===== src/rtl/keysw_mmio_dev.sv =====
// Memory-mapped KEY/SW input peripheral: synchronises and debounces the raw inputs, latches them
// into data registers and reports sticky ready/overrun status with an interrupt enable per device.
module keysw_mmio_dev #(
    parameter int unsigned           DBITS     = 32,
    parameter logic [DBITS-1:0]      ADDRKDATA = 32'hFFFFF080,
    parameter logic [DBITS-1:0]      ADDRKCTRL = 32'hFFFFF084,
    parameter logic [DBITS-1:0]      ADDRSDATA = 32'hFFFFF090,
    parameter logic [DBITS-1:0]      ADDRSCTRL = 32'hFFFFF094,
    parameter int unsigned           DEBOUNCE  = 500000,
    parameter int unsigned           CNTBITS   = 20
) (
    input  logic             clk,
    input  logic             reset,
    input  logic [DBITS-1:0] abus,
    input  logic [DBITS-1:0] wrdata,
    input  logic             we,
    input  logic             re,
    output logic [DBITS-1:0] rddata,
    output logic             selected,
    input  logic [3:0]       KEY,
    input  logic [9:0]       SW,
    output logic             intr
);

    localparam logic [CNTBITS-1:0] CntMax = CNTBITS'(DEBOUNCE - 1);

    logic [3:0]         k_s1_q, k_s2_q, kdeb_q;
    logic [9:0]         s_s1_q, s_s2_q, sdeb_q;
    logic [CNTBITS-1:0] kcnt_q, scnt_q;
    logic               krdy_q, krdy_d, kov_q, kov_d, kie_q, kie_d;
    logic               srdy_q, srdy_d, sov_q, sov_d, sie_q, sie_d;
    logic               intr_q;
    logic               kset, sset;
    logic               hit_kdata, hit_kctrl, hit_sdata, hit_sctrl;
    logic               kctrl_wr, sctrl_wr, krdy_clr, srdy_clr, kov_clr, sov_clr;
    logic               unused_wrdata;

    assign unused_wrdata = ^{wrdata[DBITS-1:9], wrdata[7:3], wrdata[1]};

    // A value is accepted once the synchronised input has held a new value for DEBOUNCE cycles.
    assign kset = (k_s1_q == k_s2_q) && (k_s2_q != kdeb_q) && (kcnt_q == CntMax);
    assign sset = (s_s1_q == s_s2_q) && (s_s2_q != sdeb_q) && (scnt_q == CntMax);

    // KEY is active-low; keep it inverted so 1 means pressed and the released state is 0.
    always_ff @(posedge clk) begin
        if (reset) begin
            k_s1_q <= '0;
            k_s2_q <= '0;
            kdeb_q <= '0;
            kcnt_q <= '0;
        end else begin
            k_s1_q <= ~KEY;
            k_s2_q <= k_s1_q;
            if (k_s2_q == kdeb_q || k_s1_q != k_s2_q) begin
                kcnt_q <= '0;
            end else if (kcnt_q == CntMax) begin
                kdeb_q <= k_s2_q;
                kcnt_q <= '0;
            end else begin
                kcnt_q <= kcnt_q + CNTBITS'(1);
            end
        end
    end

    always_ff @(posedge clk) begin
        if (reset) begin
            s_s1_q <= '0;
            s_s2_q <= '0;
            sdeb_q <= '0;
            scnt_q <= '0;
        end else begin
            s_s1_q <= SW;
            s_s2_q <= s_s1_q;
            if (s_s2_q == sdeb_q || s_s1_q != s_s2_q) begin
                scnt_q <= '0;
            end else if (scnt_q == CntMax) begin
                sdeb_q <= s_s2_q;
                scnt_q <= '0;
            end else begin
                scnt_q <= scnt_q + CNTBITS'(1);
            end
        end
    end

    assign hit_kdata = (abus == ADDRKDATA);
    assign hit_kctrl = (abus == ADDRKCTRL);
    assign hit_sdata = (abus == ADDRSDATA);
    assign hit_sctrl = (abus == ADDRSCTRL);
    assign selected  = hit_kdata | hit_kctrl | hit_sdata | hit_sctrl;

    assign kctrl_wr = we & hit_kctrl;
    assign sctrl_wr = we & hit_sctrl;
    assign krdy_clr = (re & hit_kdata) | (kctrl_wr & ~wrdata[0]);
    assign srdy_clr = (re & hit_sdata) | (sctrl_wr & ~wrdata[0]);
    assign kov_clr  = kctrl_wr & ~wrdata[2];
    assign sov_clr  = sctrl_wr & ~wrdata[2];

    // Set events win over clears; overrun only when unread data is about to be overwritten.
    always_comb begin
        krdy_d = krdy_q;
        kov_d  = kov_q;
        kie_d  = kctrl_wr ? wrdata[8] : kie_q;
        if (kset)          krdy_d = 1'b1;
        else if (krdy_clr) krdy_d = 1'b0;
        if (kset && krdy_q && !krdy_clr) kov_d = 1'b1;
        else if (kov_clr)                kov_d = 1'b0;

        srdy_d = srdy_q;
        sov_d  = sov_q;
        sie_d  = sctrl_wr ? wrdata[8] : sie_q;
        if (sset)          srdy_d = 1'b1;
        else if (srdy_clr) srdy_d = 1'b0;
        if (sset && srdy_q && !srdy_clr) sov_d = 1'b1;
        else if (sov_clr)                sov_d = 1'b0;
    end

    always_ff @(posedge clk) begin
        if (reset) begin
            krdy_q <= 1'b0;
            kov_q  <= 1'b0;
            kie_q  <= 1'b0;
            srdy_q <= 1'b0;
            sov_q  <= 1'b0;
            sie_q  <= 1'b0;
            intr_q <= 1'b0;
        end else begin
            krdy_q <= krdy_d;
            kov_q  <= kov_d;
            kie_q  <= kie_d;
            srdy_q <= srdy_d;
            sov_q  <= sov_d;
            sie_q  <= sie_d;
            intr_q <= (krdy_d & kie_d) | (srdy_d & sie_d);
        end
    end

    assign intr = intr_q;

    always_comb begin
        rddata = '0;
        if (hit_kdata) begin
            rddata[3:0] = kdeb_q;
        end else if (hit_kctrl) begin
            rddata[8] = kie_q;
            rddata[2] = kov_q;
            rddata[0] = krdy_q;
        end else if (hit_sdata) begin
            rddata[9:0] = sdeb_q;
        end else if (hit_sctrl) begin
            rddata[8] = sie_q;
            rddata[2] = sov_q;
            rddata[0] = srdy_q;
        end
    end

endmodule


===== config.mk =====
export PLATFORM = sky130hd
export DESIGN_NAME = keysw_mmio_dev
export DESIGN_NICKNAME = d
export VERILOG_FILES = /design/src/rtl/keysw_mmio_dev.sv
export SDC_FILE = /design/constraint.sdc
export NUM_CORES = 1
export LEC_CHECK = 0
export ABC_AREA = 1
export BUFFER_PORTS_ARGS = -buffer_cell sky130_fd_sc_hd__buf_2
export CORE_MARGIN = 3
export CORE_UTILIZATION = 54
export DETAILED_ROUTE_END_ITERATION = 8
export GPL_TIMING_DRIVEN = 0
export HOLD_SLACK_MARGIN = 0.02
export PLACE_DENSITY_LB_ADDON = 0.25
export SYNTH_ARGS = -nofsm -noshare
export SYNTH_HDL_FRONTEND = slang
export SYNTH_SLANG_ARGS = --single-unit

===== constraint.sdc =====
create_clock -name clk -period 2.15 [get_ports clk]
set_input_delay 0.43 -clock clk [delete_from_list [all_inputs] [get_ports clk]]
set_output_delay 0.43 -clock clk [all_outputs]
set_load 0.01 [all_outputs]

==> reports/qor.csv <==
stage,metric,value,unit
route,Via density,4.77,
timing,"Hold Vio Cnt, Final",0,
critical_path,"critical path, cell by cell","buf_2, inv_1, nand2_1, nor2_2, nand2_1, nor2_1, nand2_1, inv_1, nand2_1, nand4_1, buf_2",
critical_path,Critical Path End Type,output pin,
synth,Synth Area in XOR/XNOR,5.22,%
floorplan,Die W,99.3,um
job,max-cap viol count,0,
cts,clock tree sinks,89,
final_layout,layout cell share with drive strength beyond 1,22.1,%
timing,RSZ-0062 raised after global routing,yes,
route,# DRC,0,
placement,port buffer count,64,
critical_path,Startpoint Class,primary input,
min_path,worst hold-check path type,in -> reg,
grt,Global Route Usage Sum,20.2,%
power,Pwr Density,548,mW/mm^2
timing,Tmin final,2.05,ns
final_layout,ant diodes,0,
critical_path,WP data arrival,1.62,ns
final_layout,filler instances,733,
cts,CTS tree,done,
power,peak supply drop,0.494,mV
critical_path,CP max stage delay,0.16,ns
cts,Max H-tree Level,3,
grt,largest net degree at the start of global routing,18,
route,DR vias,4334,
critical_path,"most used cell, CP",nand2_1,
grt,first-pass GRT wire length,16500,um
synth,Synth Area in Simple Gates,37.7,%
floorplan,Die Y-Extent,99.3,um
floorplan,# rows,33,
floorplan,die area,0.00986,sq mm
placement,GPL Wtd Cong,0.884,
timing,slew margin rel.,50.5,%
critical_path,"slowest stage cell, crit path",nor2_1,
critical_path,Top delay family on crit path,simple AND/OR/NAND/NOR gates,
final_layout,Syn-to-layout area delta,17.2,%
critical_path,CP Buf/Inv Count,4,
placement,hpwl dp,7760,um
placement,placed cell areas,0.00523,sq mm
timing,crit share post-route,95.2,%
floorplan,Core ar.,0.00834,sq mm
route,DRT iter0 DRCs,129,
cts,"Clk pin slew, worst setup/hold paths",0.10,ns
final_layout,nets,883,
synth,main combinational cell family by area after synthesis,simple AND/OR/NAND/NOR gates,
timing,Layout Skew,0.0172,ns
grt,initial antenna violation count,0,
route,First-pass DRT Iterations,5,
synth,post-synthesis compound-gate area fraction,5.27,%
synth,Adder-Cell Fraction of Synth Area,0.532,%
synth,mux cell area share after synthesis,0,%
critical_path,CP Class,in -> out,
grt,number of global-route vias before repair,3967,
synth,cells after synthesis,697,
critical_path,critical-path maximum fanout,4,
timing,Final setup violation count,0,
synth,post-synth top area share,37.9,%
timing,fin. max-slew vios,0,
cts,maximum clock path buffer count,2,
critical_path,Worst EP required,1.72,ns
cts,root buffer cell,clkbuf_8,
synth,synth top area cells,"dfxtp_1 (38%), nand2_1 (14%), nor2_1 (9.6%)",
floorplan,Initial Utilization,56.4,%
synth,Mapped Avg Cell Area,6.74,sq um
synth,Post-Syn Area,0.00470,sq mm
timing,Fmax,488,MHz
power,leakage power,2.33,nW
cts,later-pin clock latency in the skew report,0.36,ns
timing,hold_ws,0.210,ns
grt,GRT overflow,0,
final_layout,"Design Area, Final",0.00551,sq mm
synth,Yosys reg bits,89,
synth,cell taking the most area after synthesis,dfxtp_1,
synth,Synth Warn #,0,
route,Avg WL per Cell,10.9,um
run_status,run status,"finished, final reports clean",
cts,CTS Buf Count,9,
floorplan,IO Pins,116,
timing,slew of the pin with the lowest slew margin,0.743,ns
synth,register area share after synthesis,37.9,%
synth,post-synth cell types,34,
route,Post-DRT Antenna Nets,0,
route,Routed WL,9940,um
## metal layers
layer  GRT usage (%)  up-vias  wire length (um)
met2            35.5      104              4970
met3            4.42        7               509
met4            5.78        0                99
met1            24.7     1933              4360
li1                -     2290                 -
met5               0        -                 0
## stage by stage
stage | TNS, ns | cells | setup WS (ns) | utilization (%) | power [mW]
5_1_grt | -0.0296 | 909 | -0.0206 | 66.1 | 3.16
6_report | 0 | 909 | 0.102 | 66.1 | 3.02
3_3_place_gp | -0.775 | 887 | -0.238 | 62.7 | 1.96
2_1_floorplan | 0 | 718 | 0.221 | - | 1.89
4_1_cts | 0 | 903 | 0.0289 | 65.0 | 3.05
3_5_place_dp | -1.16 | 887 | -0.286 | 62.7 | 1.97
## cell usage after synthesis (all sizes together)
cell type  number
a21oi          28
a31oi           1
and2            1
and2b           1
buf            26
clkbuf          5
conb            1
dfxtp          89
ha              2
inv           109
nand2         183
nand3          34
nand3b          2
nand4          15
nor2          131
nor3           23
nor3b           2
nor4            3
o21a            1
o21ai           9
or2             3
xnor2          12
xor2           16
## path summary, 6_finish.rpt
| kind | depth (start not counted) | start | end | slack (ns) |
|---|---|---|---|---|
| min reg2reg | 2 | s_s1_q[4] | s_s2_q[4] | 0.44 |
| max | 11 | abus[2] | rddata[2] | 0.10 |
| max reg2reg | 11 | scnt_q[0] | sdeb_q[1] | 0.41 |
| min | 2 | KEY[1] | k_s1_q[1] | 0.21 |
## sequential cells by signal (all words and copies together), names as in the netlist
signal,flops
s_s1_q,10
kdeb_q,4
intr,1
kov_q,1
kcnt_q,20
kie_q,1
srdy_q,1
krdy_q,1
sdeb_q,10
sov_q,1
scnt_q,20
k_s2_q,4
s_s2_q,10
sie_q,1
k_s1_q,4
## repair_timing
item,CTS,global route
buffers inserted,0,6
resized for setup,6,16
pin swaps,0,4
endpoints found under the setup margin,9,11
hold buffers,0,0
## layout by cell type, fill, tap and decap left out, types with 13 or more instances in the layout
cell / Yosys / routed
nor3_1: 16 / 16
nand3_1: 30 / 30
a21oi_1: 15 / 15
a21oi_2: 13 / 13
conb_1: 1 / 22
nand2_1: 175 / 171
buf_4: 24 / 30
nor2_1: 120 / 112
buf_2: 1 / 65
nand4_1: 15 / 15
xor2_1: 16 / 16
dfxtp_1: 89 / 89
inv_1: 105 / 103
## logic make-up after synthesis
group / after synthesis
AND/OR/NAND/NOR: 398
buffers and inverters: 140
flip-flops: 89
AO/OA/AOI/OAI: 39
XOR/XNOR: 28
adder cells (fa/ha/maj): 2
other: 1
## power by group
part	internal [mW]	switching, mW
clock	0.443	0.642
sequential	1.67	0.0225
combinational	0.109	0.131
## cell type report
cell class / instances / area, sq um / share of cell area [%]
sequential: 89 / 1780 / 32.3
timing repair buffer: 70 / 365 / 6.63
clock buffer: 9 / 124 / 2.25
multi-input combinational: 489 / 2420 / 43.9
inverter: 109 / 412 / 7.47
clock inverter: 7 / 60.1 / 1.09
buffer: 31 / 215 / 3.91
tap: 105 / 131 / 2.38
(Power assumes the default switching activity.)
